===== src/rtl/axi2mem_b_resp_gen.sv =====
`default_nettype none
// ============================================================================
//  Module      : axi2mem_b_resp_gen
//  Description : AXI write-response (B channel) generator for axi2mem.
//                Keeps an in-order table of accepted AW bursts (ID/USER).
//                An entry is marked complete when the memory side commits
//                the last W beat of that burst. Completed entries are
//                returned as B responses in AW acceptance order.
//  Ports       : clk_i, rst_ni         clock / async active-low reset
//                aw_push_i/id/user     AW burst accepted (one-cycle pulse)
//                aw_full_o             table full, do not accept more AWs
//                w_last_i/w_err_i      last W beat of oldest open burst
//                b_valid_o/id/resp/user, b_ready_i   AXI B channel
//                proto_err_o           sticky protocol-violation flag
//  Revision    : 1.0  initial release
// ============================================================================
module axi2mem_b_resp_gen #(
    parameter int unsigned ID_WIDTH   = 4,
    parameter int unsigned USER_WIDTH = 6,
    parameter int unsigned DEPTH      = 4
) (
    input  logic                  clk_i,
    input  logic                  rst_ni,
    input  logic                  aw_push_i,
    input  logic [ID_WIDTH-1:0]   aw_id_i,
    input  logic [USER_WIDTH-1:0] aw_user_i,
    output logic                  aw_full_o,
    input  logic                  w_last_i,
    input  logic                  w_err_i,
    output logic                  b_valid_o,
    output logic [ID_WIDTH-1:0]   b_id_o,
    output logic [1:0]            b_resp_o,
    output logic [USER_WIDTH-1:0] b_user_o,
    input  logic                  b_ready_i,
    output logic                  proto_err_o
);

    localparam int unsigned          c_IDX_W   = $clog2(DEPTH);
    localparam int unsigned          c_PTR_W   = c_IDX_W + 1;
    localparam logic [c_PTR_W-1:0]   c_PTR_ONE = c_PTR_W'(1);
    localparam logic [c_PTR_W-1:0]   c_DEPTH   = c_PTR_W'(DEPTH);

    // Pointers carry one extra wrap bit so full and empty are distinguishable.
    logic [c_PTR_W-1:0]    r_wr_ptr;
    logic [c_PTR_W-1:0]    r_done_ptr;
    logic [c_PTR_W-1:0]    r_rd_ptr;

    logic [ID_WIDTH-1:0]   r_id   [DEPTH];
    logic [USER_WIDTH-1:0] r_user [DEPTH];
    logic                  r_done [DEPTH];
    logic                  r_err  [DEPTH];
    logic                  r_proto_err;

    logic [c_PTR_W-1:0]    w_occupancy;
    logic                  w_full;
    logic                  w_open_any;
    logic                  w_head_pending;
    logic                  w_valid;
    logic                  w_push;
    logic                  w_cmpl;
    logic                  w_pop;
    logic                  w_push_err;
    logic                  w_cmpl_err;
    logic [c_IDX_W-1:0]    w_wr_idx;
    logic [c_IDX_W-1:0]    w_done_idx;
    logic [c_IDX_W-1:0]    w_rd_idx;

    assign w_wr_idx   = r_wr_ptr[c_IDX_W-1:0];
    assign w_done_idx = r_done_ptr[c_IDX_W-1:0];
    assign w_rd_idx   = r_rd_ptr[c_IDX_W-1:0];

    // Full is based on registered pointers only: a pop in the same cycle
    // does not free a slot for a same-cycle push.
    assign w_occupancy    = r_wr_ptr - r_rd_ptr;
    assign w_full         = (w_occupancy == c_DEPTH);
    assign w_open_any     = (r_done_ptr != r_wr_ptr);
    assign w_head_pending = (r_rd_ptr != r_done_ptr);

    // The head done bit is always set whenever rd_ptr != done_ptr; it is
    // included so the valid term reflects the entry's own state as well.
    assign w_valid = w_head_pending & r_done[w_rd_idx];

    // Completion eligibility uses pre-edge pointers, so a burst pushed in
    // the same cycle cannot be completed by that cycle's w_last.
    assign w_push     = aw_push_i & ~w_full;
    assign w_push_err = aw_push_i &  w_full;
    assign w_cmpl     = w_last_i  &  w_open_any;
    assign w_cmpl_err = w_last_i  & ~w_open_any;
    assign w_pop      = w_valid   &  b_ready_i;

    // Push, complete and pop always target distinct slots: push is blocked
    // when the table is full, completion needs an open entry, and pop needs
    // a completed one, so no two of them can alias onto the same index.
    always_ff @(posedge clk_i or negedge rst_ni) begin
        if (!rst_ni) begin
            r_wr_ptr    <= '0;
            r_done_ptr  <= '0;
            r_rd_ptr    <= '0;
            r_proto_err <= 1'b0;
            for (int i = 0; i < int'(DEPTH); i++) begin
                r_id[i]   <= '0;
                r_user[i] <= '0;
                r_done[i] <= 1'b0;
                r_err[i]  <= 1'b0;
            end
        end else begin
            if (w_push) begin
                r_id[w_wr_idx]   <= aw_id_i;
                r_user[w_wr_idx] <= aw_user_i;
                r_done[w_wr_idx] <= 1'b0;
                r_err[w_wr_idx]  <= 1'b0;
                r_wr_ptr         <= r_wr_ptr + c_PTR_ONE;
            end
            if (w_cmpl) begin
                r_done[w_done_idx] <= 1'b1;
                r_err[w_done_idx]  <= w_err_i;
                r_done_ptr         <= r_done_ptr + c_PTR_ONE;
            end
            if (w_pop) begin
                r_done[w_rd_idx] <= 1'b0;
                r_rd_ptr         <= r_rd_ptr + c_PTR_ONE;
            end
            if (w_push_err || w_cmpl_err) begin
                r_proto_err <= 1'b1;
            end
        end
    end

    // All outputs are decoded from registers only; payload is zeroed while
    // no response is offered. The head entry is untouched until popped, so
    // the payload holds steady under backpressure.
    assign aw_full_o   = w_full;
    assign b_valid_o   = w_valid;
    assign b_id_o      = w_valid ? r_id[w_rd_idx]            : '0;
    assign b_user_o    = w_valid ? r_user[w_rd_idx]          : '0;
    assign b_resp_o    = w_valid ? {r_err[w_rd_idx], 1'b0}   : 2'b00;
    assign proto_err_o = r_proto_err;

endmodule
`default_nettype wire


===== config.mk =====
export PLATFORM = sky130hd
export DESIGN_NAME = axi2mem_b_resp_gen
export DESIGN_NICKNAME = d
export VERILOG_FILES = /design/src/rtl/axi2mem_b_resp_gen.sv
export SDC_FILE = /design/constraint.sdc
export NUM_CORES = 1
export LEC_CHECK = 0
export BUFFER_PORTS_ARGS = -buffer_cell sky130_fd_sc_hd__buf_2
export CORE_MARGIN = 5
export CORE_UTILIZATION = 53
export CTS_CLUSTER_DIAMETER = 120
export DETAILED_ROUTE_END_ITERATION = 8
export GPL_TIMING_DRIVEN = 1
export PLACE_DENSITY_LB_ADDON = 0.12
export SYNTH_ARGS = -nofsm -noshare
export SYNTH_HDL_FRONTEND = slang
export SYNTH_SLANG_ARGS = --single-unit
export TNS_END_PERCENT = 10

===== constraint.sdc =====
create_clock -name clk_i -period 2.7 [get_ports clk_i]
set_input_delay 0.81 -clock clk_i [delete_from_list [all_inputs] [get_ports clk_i]]
set_output_delay 0.81 -clock clk_i [all_outputs]
set_load 0.05 [all_outputs]

==> results.sh, run 1 <==
export IMPL_grt_usage_pct=18.23
export IMPL_async_flop_share_pct=100.0
export IMPL_drive_above_1_share_pct=50.19
export IMPL_ys_ff_latch=58
export IMPL_crit_required_ns=1.89
export IMPL_setup_viol=0
export IMPL_grt_pass1_vias=1996
export IMPL_yosysTopAreaCellShare_pct=48.64
export IMPL_row_count=27
export IMPL_crit_path_start_kind="flop"
export IMPL_synth_fp_nets=242
export IMPL_clkLatencyLatePin_ns=0.33
export IMPL_syn_area_um2=2984
export IMPL_reg2reg_depth=6
export IMPL_setup_ws_ns=0.005371
export IMPL_nets=283
export IMPL_slowest_delay_ns=0.52
export IMPL_vias_per_cell=5.410
export IMPL_numClockSinks=58
export IMPL_n_antenna_cell=0
export IMPL_fillers=427
export IMPL_crit_type="reg2out"
export IMPL_final_util_pct=64.59
export IMPL_path_clk_slew_ns=0.07
export IMPL_synth_edf_count=0
export IMPL_drt_pass1_iter_count=4
export IMPL_post_route_period_util_pct=99.80
export IMPL_place_area_um2=3253
export IMPL_dp_slack_ns=0.2475
export IMPL_outcome="finished, final reports clean"
export IMPL_grt_max_degree=59
export IMPL_initial_core_util_pct=54.53
export IMPL_r2r_start="r_wr_ptr[0]$_DFFE_PN0N_"
export IMPL_cts_buffer_depth=2
export IMPL_cp_arrival_ns=1.88
export IMPL_place_congestion=0.8135
export IMPL_path_max_fanout=10
export IMPL_holdCritPathClass="in2async"
export IMPL_routedWlPerCell_um=17.24
export IMPL_rrSetupSlack_ns=0.50
export IMPL_synth_most_common_cell="dfrtp_1"
export IMPL_hold_viol_final=0
export IMPL_ios=31
export IMPL_grt_pass1_wl_um=10250
export IMPL_rsz0062_at_grt="true"
export IMPL_numCtsBuffers=9
export IMPL_yosysSeqAreaShare_pct=48.64
export IMPL_die_h_um=85.04
export IMPL_route_detailed_drc=0
export IMPL_end_kind="output port"
export IMPL_synthTopCellsByCount="dfrtp_1, mux2_2, ha_1"
export IMPL_vias=1780
export IMPL_io_buffers=29
export IMPL_netlist_instances=212
export IMPL_root_buffer="clkbuf_8"
export IMPL_hold_buffers=0
export IMPL_slew_viol_final=0
export IMPL_synth_cell_types=32
export IMPL_htree_levels=3
export IMPL_core_um2=5473
export IMPL_cp_cell_sequence="mux4_2, o31a_1, buf_6, and2_4, buf_6"
export IMPL_r2r_end="r_err[0]$_DFF_PN0_"
export IMPL_dieArea_um2=7231
export IMPL_tightest_slew_ns=0.8750
export IMPL_worst_path_buf_inv=2
export IMPL_period_minus_slack_ns=2.695
export IMPL_postLayoutCellArea_um2=3535
export IMPL_drt_total_wl_um=5672
export IMPL_fmax_mhz=371.1
export IMPL_ys_flop_type="dfrtp_1"
export IMPL_die_w_um=85.04
export IMPL_path_delay_family="multiplexers"
export IMPL_hpwl_um=3967
export IMPL_grt_overflow_total=0
export IMPL_cap_violations=0
export IMPL_ant_nets=0
export IMPL_crit_slowest_cell="mux4_2"
export IMPL_cts_setup_buffers=0
export IMPL_cts_tree="built"
export IMPL_dr_first_iter_drc_count=83
export IMPL_avgSynthCellArea_um2=14.08
export IMPL_cp_common_cell="buf_6"
export IMPL_finClkSkew_ns=0.009235
export IMPL_ys_warnings_count=0
export IMPL_synth_largest_area_cell="dfrtp_1"
export IMPL_synth_area_leaders="dfrtp_1, mux2_2, mux4_2"
export IMPL_slew_limit_headroom_pct=41.22
export IMPL_synthToLayoutAreaGrowth_pct=18.45
export IMPL_antenna_found_initial=0
==> kinds of logic (layout without fill, tap and decap cells) <==
logic type	Yosys count	in the layout	share of synthesized area (%)
multiplexers	56	56	25.66
AO/OA/AOI/OAI	23	23	7.044
buffers and inverters	14	59	2.264
adder cells (fa/ha/maj)	14	14	5.870
XOR/XNOR	15	15	4.906
AND/OR/NAND/NOR	31	31	5.492
other	1	1	0.1257
flip-flops	58	58	48.64
==> layer usage <==
metal  share of wire, %  GRT usage [%]
met1                 46          25.21
met2                 47          27.19
met3                5.1          5.534
met4                1.6          6.763
met5                  0              0
==> layout make-up <==
class,instances,area (µm²),area share (%)
inverter,7,26.28,0.7434
clock inverter,3,40.04,1.133
timing repair buffer,37,287.8,8.142
clock buffer,12,145.1,4.106
tap,72,90.09,2.549
multi-input combinational,140,1490,42.16
sequential,58,1455,41.17
==> state kept, by name, summed over array words and instances, names as in the netlist <==
signal / cells
r_id: 16
r_rd_ptr: 3
r_wr_ptr: 3
r_done: 4
r_user: 24
r_done_ptr: 3
r_err: 4
proto_err_o: 1
==> through the flow <==
step / hold WS [ns] / setup TNS [ns] / cells
floorplan: 0.4752 / -0.02477 / 212
global placement: 0.4683 / 0 / 314
detailed placement: 0.4878 / 0 / 314
CTS: 0.4772 / -0.01811 / 329
global route: 0.4858 / -0.6295 / 329
finish: 0.4767 / 0 / 329
==> worst max path at each step <==
| stage | startpoint | to | slack (ns) | depth (start not counted) |
|---|---|---|---|---|
| floorplan | r_rd_ptr[1]$_DFFE_PN0P_ | aw_full_o | -0.02 | 6 |
| global placement | r_rd_ptr[0]$_DFFE_PN0P_ | b_id_o[3] | 0.28 | 4 |
| detailed placement | r_rd_ptr[0]$_DFFE_PN0P_ | b_user_o[2] | 0.25 | 5 |
| CTS | r_rd_ptr[0]$_DFFE_PN0P_ | b_id_o[3] | -0.02 | 4 |
| global route | r_rd_ptr[0]$_DFFE_PN0P_ | b_id_o[3] | -0.08 | 4 |
| finish | r_rd_ptr[0]$_DFFE_PN0P_ | b_id_o[0] | 0.005 | 5 |
==> placed cells by master (no fill, tap or decap), types with 3 or more instances in the layout <==
cell type  instances
dfrtp_1           55
mux2_2            44
buf_2             19
ha_1              14
nand2_1           12
mux4_2            12
clkbuf_8          10
buf_6             10
and2_4             9
xnor2_1            9
inv_1              6
buf_4              6
xor2_1             4
o31a_1             4
o31ai_1            4
a21oi_4            4
and2_1             3
a22oi_1            3
o21ai_0            3
dfrtp_2            3
==> repair_timing <==
| action | 4_1_cts | 5_1_grt |
|---|---|---|
| resized for setup | 22 | 13 |
| pin swaps | 0 | 0 |
| setup endpoints to repair | 11 | 11 |
Power of run 1 is not shown: default switching activity piles up to over one toggle a cycle in this logic, so the estimate is an artifact.
==> run 2: changes to the inputs <==
==> constraint.sdc (replaced) <==
create_clock -name clk_i -period 2.7 [get_ports clk_i]
set_input_delay 0 -clock clk_i [delete_from_list [all_inputs] [get_ports clk_i]]
set_output_delay 0 -clock clk_i [all_outputs]
set_load 0.05 [all_outputs]
==> results.sh, run 2 (synthesis gave the netlist of run 1 again) <==
export IMPL_outcome="finished, final reports clean"
export IMPL_initial_core_util_pct=54.53
export IMPL_cap_violations=0
export IMPL_finClkSkew_ns=0.006689
export IMPL_setup_tns_final_ns=0
export IMPL_clkLatencyLatePin_ns=0.33
export IMPL_vias_per_cell=5.389
export IMPL_end_kind="output port"
export IMPL_postLayoutCellArea_um2=3546
export IMPL_hpwl_um=3880
export IMPL_core_um2=5473
export IMPL_htree_levels=3
export IMPL_die_h_um=85.04
export IMPL_crit_required_ns=2.70
export IMPL_vias=1827
export IMPL_path_clk_slew_ns=0.06
export IMPL_slew_limit_headroom_pct=47.07
export IMPL_fmax_mhz=431.6
export IMPL_slew_viol_final=0
export IMPL_grt_overflow_total=0
export IMPL_layout_commonest_cell="dfrtp_1"
export IMPL_place_congestion=0.8120
export IMPL_synthToLayoutAreaGrowth_pct=18.83
export IMPL_cts_resized=0
export IMPL_hold_viol_final=0
export IMPL_nets=292
export IMPL_holdWs_ns=0.08891
export IMPL_rsz0062_at_grt="false"
export IMPL_grt_pass1_vias=1976
export IMPL_row_count=27
export IMPL_grt_usage_pct=18.04
export IMPL_numClockSinks=58
export IMPL_top_register="r_user"
export IMPL_tightest_slew_ns=0.7879
export IMPL_cts_tree="built"
export IMPL_cp_arrival_ns=2.32
export IMPL_grt_pass1_wl_um=9901
export IMPL_crit_type="reg2out"
export IMPL_post_route_period_util_pct=85.81
export IMPL_routedWlPerCell_um=17.44
export IMPL_root_buffer="clkbuf_8"
export IMPL_dieArea_um2=7231
export IMPL_ant_nets=0
export IMPL_die_w_um=85.04
export IMPL_antenna_found_initial=0
export IMPL_final_cell_mix="dfrtp_1, mux2_2, buf_2"
export IMPL_path_max_fanout=16
export IMPL_crit_path_start_kind="flop"
export IMPL_drt_total_wl_um=5913
export IMPL_cts_setup_buffers=0
export IMPL_drive_above_1_share_pct=41.95
export IMPL_n_antenna_cell=0
export IMPL_largest_reg_flops=24
export IMPL_place_area_um2=3201
export IMPL_grt_max_degree=40
export IMPL_dr_first_iter_drc_count=89
export IMPL_drt_pass1_iter_count=4
export IMPL_route_detailed_drc=0
export IMPL_io_buffers=29
export IMPL_final_util_pct=64.79
export IMPL_numCtsBuffers=9
export IMPL_setup_viol=0
export IMPL_holdCritPathClass="in2reg"
export IMPL_ios=31
export IMPL_period_minus_slack_ns=2.317
export IMPL_largest_registers="r_user x24, r_id x16"
export IMPL_cts_buffer_depth=2
run 2: final cells by class:
cell class,count,area (µm²)
Sequential cell,58,1451
Timing Repair Buffer,46,307.8
Clock inverter,4,50.05
Tap cell,72,90.09
Clock buffer,12,155.1
Multi-Input combinational cell,140,1465
Fill cell,444,1927
Inverter,7,26.28
run 2: layer usage:
metal / vias up / track usage, % / routed length (µm)
met5: - / 0 / 0
met4: 0 / 8.633 / 105
met3: 9 / 3.495 / 208
met2: 33 / 28.25 / 2784
met1: 921 / 24.13 / 2815
li1: 864 / - / -
run 2: critical path, cell delays in order, from the launching register on:
cell and delay (ns):
dfrtp_1 0.36, buf_4 0.32, mux4_2 0.57, o31a_1 0.29, and2_1 0.23, buf_2 0.21
run 2: final timing paths:
check,start,to,slack [ns],depth (start not counted)
min in group asynchronous,rst_ni,r_done_ptr[1]$_DFFE_PN0N_,0.15,2
setup / recovery,r_rd_ptr[0]$_DFFE_PN0P_,b_id_o[3],0.38,5
setup reg to reg,r_wr_ptr[0]$_DFFE_PN0N_,proto_err_o$_DFFE_PN0P_,0.46,7
hold reg to reg,r_id[6]$_DFFE_PN0P_,r_id[6]$_DFFE_PN0P_,0.50,1
max in group asynchronous,rst_ni,r_id[14]$_DFFE_PN0P_,1.67,3
hold / removal,aw_push_i,r_wr_ptr[0]$_DFFE_PN0N_,0.09,3
run 2: through the flow:
step / worst slack (ns) / instances
finish: 0.3832 / 339
global route: 0.2616 / 339
CTS: 0.3253 / 339
detailed placement: 0.4835 / 309
global placement: 0.5380 / 309
floorplan: 0.08549 / 212
run 2: repair_timing:
item                                   CTS  global route
endpoints found under the hold margin   63             0
setup endpoints to repair                0             0
hold buffers                            14             0
Power of run 2 is left out for the same reason.
==> run 3: changes to the inputs <==
--- a/config.mk
+++ b/config.mk
@@ -5,9 +5,11 @@
 export SDC_FILE = /design/constraint.sdc
 export NUM_CORES = 1
 export LEC_CHECK = 0
-export BUFFER_PORTS_ARGS = -buffer_cell sky130_fd_sc_hd__buf_2
+export BUFFER_PORTS_ARGS = -buffer_cell sky130_fd_sc_hd__clkbuf_2
+export CELL_PAD_IN_SITES_DETAIL_PLACEMENT = 1
+export CELL_PAD_IN_SITES_GLOBAL_PLACEMENT = 2
 export CORE_MARGIN = 5
-export CORE_UTILIZATION = 53
+export CORE_UTILIZATION = 37
 export CTS_CLUSTER_DIAMETER = 120
 export DETAILED_ROUTE_END_ITERATION = 8
 export GPL_TIMING_DRIVEN = 1
==> results.sh, run 3 (synthesis gave the netlist of run 1 again) <==
export IMPL_n_antenna_cell=0
export IMPL_min_path_cells=3
export IMPL_multi_input_area_um2=1465
export IMPL_slowest_delay_ns=0.46
export IMPL_hold_start="aw_push_i"
export IMPL_wl_met2_um=2905
export IMPL_layout_commonest_cell="dfrtp_1"
export IMPL_end_kind="flop"
export IMPL_grt_pass1_vias=2057
export IMPL_highest_layer="met4"
export IMPL_drive_above_1_share_pct=42.59
export IMPL_cts_resized=0
export IMPL_grt_usage_pct=14.29
export IMPL_r2r_start="r_wr_ptr[0]$_DFFE_PN0N_"
export IMPL_place_congestion=0.7614
export IMPL_rsz0062_at_grt="false"
export IMPL_setup_viol=0
export IMPL_antenna_found_initial=0
export IMPL_regArea_um2=1451
export IMPL_cp_cell_sequence="inv_1, ha_1, and2_1, and3_2, or3_1, a31o_2"
export IMPL_cts_buffer_depth=2
export IMPL_crit_required_ns=2.93
export IMPL_row_count=32
export IMPL_cap_violations=0
export IMPL_largest_registers="r_user x24, r_id x16"
export IMPL_slew_viol_final=0
export IMPL_r2r_end="r_err[0]$_DFF_PN0_"
export IMPL_clkLatencyLatePin_ns=0.33
export IMPL_grt_pass1_wl_um=10990
export IMPL_numCtsBuffers=9
export IMPL_outcome="finished, final reports clean"
export IMPL_routedWlPerCell_um=17.47
export IMPL_drt_total_wl_um=6497
export IMPL_path_max_fanout=8
export IMPL_rrSetupSlack_ns=0.44
export IMPL_root_buffer="clkbuf_8"
export IMPL_io_buffers=29
export IMPL_ant_nets=0
export IMPL_dr_wl_met3_um=204
export IMPL_hpwl_um=4445
export IMPL_vias_per_cell=5.048
export IMPL_nets=295
export IMPL_numClockSinks=58
export IMPL_crit_slowest_cell="dfrtp_1"
export IMPL_path_clk_slew_ns=0.07
export IMPL_drt_pass1_iter_count=4
export IMPL_hold_viol_final=0
export IMPL_final_cell_mix="dfrtp_1, mux2_2, clkbuf_2"
export IMPL_holdCritPathClass="in2reg"
export IMPL_cp_arrival_ns=2.49
export IMPL_wl_met1_um=3304
export IMPL_die_w_um=99.81
export IMPL_period_minus_slack_ns=2.262
export IMPL_initial_core_util_pct=38.22
export IMPL_fillers=821
export IMPL_top_register="r_user"
export IMPL_tightest_slew_ns=0.5535
export IMPL_route_detailed_drc=0
export IMPL_htree_levels=3
export IMPL_synthToLayoutAreaGrowth_pct=20.84
export IMPL_crit_path_start_kind="flop"
export IMPL_crit_type="reg2reg"
export IMPL_holdPathEnd="r_wr_ptr[0]$_DFFE_PN0N_"
export IMPL_finClkSkew_ns=0.006475
export IMPL_grt_max_degree=34
export IMPL_reg2reg_depth=6
export IMPL_vias=1878
export IMPL_die_h_um=99.81
export IMPL_slew_limit_headroom_pct=63.10
export IMPL_grt_overflow_total=0
export IMPL_core_um2=7807
export IMPL_ios=31
export IMPL_setup_tns_final_ns=0
export IMPL_fmax_mhz=442.1
export IMPL_dieArea_um2=9961
export IMPL_cts_tree="built"
export IMPL_largest_reg_flops=24
export IMPL_post_route_period_util_pct=83.78
export IMPL_dr_first_iter_drc_count=46
==> run 3: critical path: cells and delay by family (launching register included) <==
kind | cells | cell delay [ns]
compound gates | 1 | 0.26
fa+ha+maj | 1 | 0.32
buf+inv | 1 | 0.11
flops | 1 | 0.46
simple gates | 3 | 0.99
==> run 3: layer usage <==
metal  up-vias  GRT usage, %
li1        876             -
met1       968         20.31
met2        25         21.40
met3         9         3.127
met4         0         5.357
met5         -             0
==> run 3: how the worst max path moves through the flow <==
stage / cells past startpoint / slack [ns] / endpoint / from
floorplan: 9 / 0.09 / r_err[0]$_DFF_PN0_ / r_rd_ptr[1]$_DFFE_PN0P_
global placement: 6 / 0.53 / r_user[11]$_DFFE_PN0P_ / r_wr_ptr[0]$_DFFE_PN0N_
detailed placement: 6 / 0.47 / r_id[4]$_DFFE_PN0P_ / r_wr_ptr[0]$_DFFE_PN0N_
CTS: 5 / 0.41 / b_resp_o[1] / r_rd_ptr[1]$_DFFE_PN0P_
global route: 6 / 0.34 / r_err[0]$_DFF_PN0_ / r_wr_ptr[0]$_DFFE_PN0N_
finish: 6 / 0.44 / r_err[0]$_DFF_PN0_ / r_wr_ptr[0]$_DFFE_PN0N_
==> run 3: what timing repair did <==
action,CTS,global route
hold endpoints to repair,102,0
setup buffers,0,0
hold buffers,14,0
==> run 3: area by class of cell <==
cell class | instances | area share, %
Multi-Input combinational cell | 140 | 40.63
Timing Repair Buffer | 49 | 9.160
Clock buffer | 12 | 4.303
Inverter | 7 | 0.7287
Clock inverter | 4 | 1.388
Sequential cell | 58 | 40.25
Tap cell | 102 | 3.539
==> run 3: metrics by stage <==
stage                     utilization (%)  worst slack [ns]  cells  hold slack [ns]  cell area [µm²]
after floorplan                         -           0.08549    212          -0.2956             2984
after global placement              41.76            0.5289    342          0.03436             3261
after detailed placement            41.76            0.4689    342          0.03904             3261
after CTS                           46.19            0.4091    372          0.05625             3606
after global routing                46.19            0.3372    372           0.1025             3606
final                               46.19            0.4379    372          0.07474             3606
Power of run 3 is left out for the same reason.
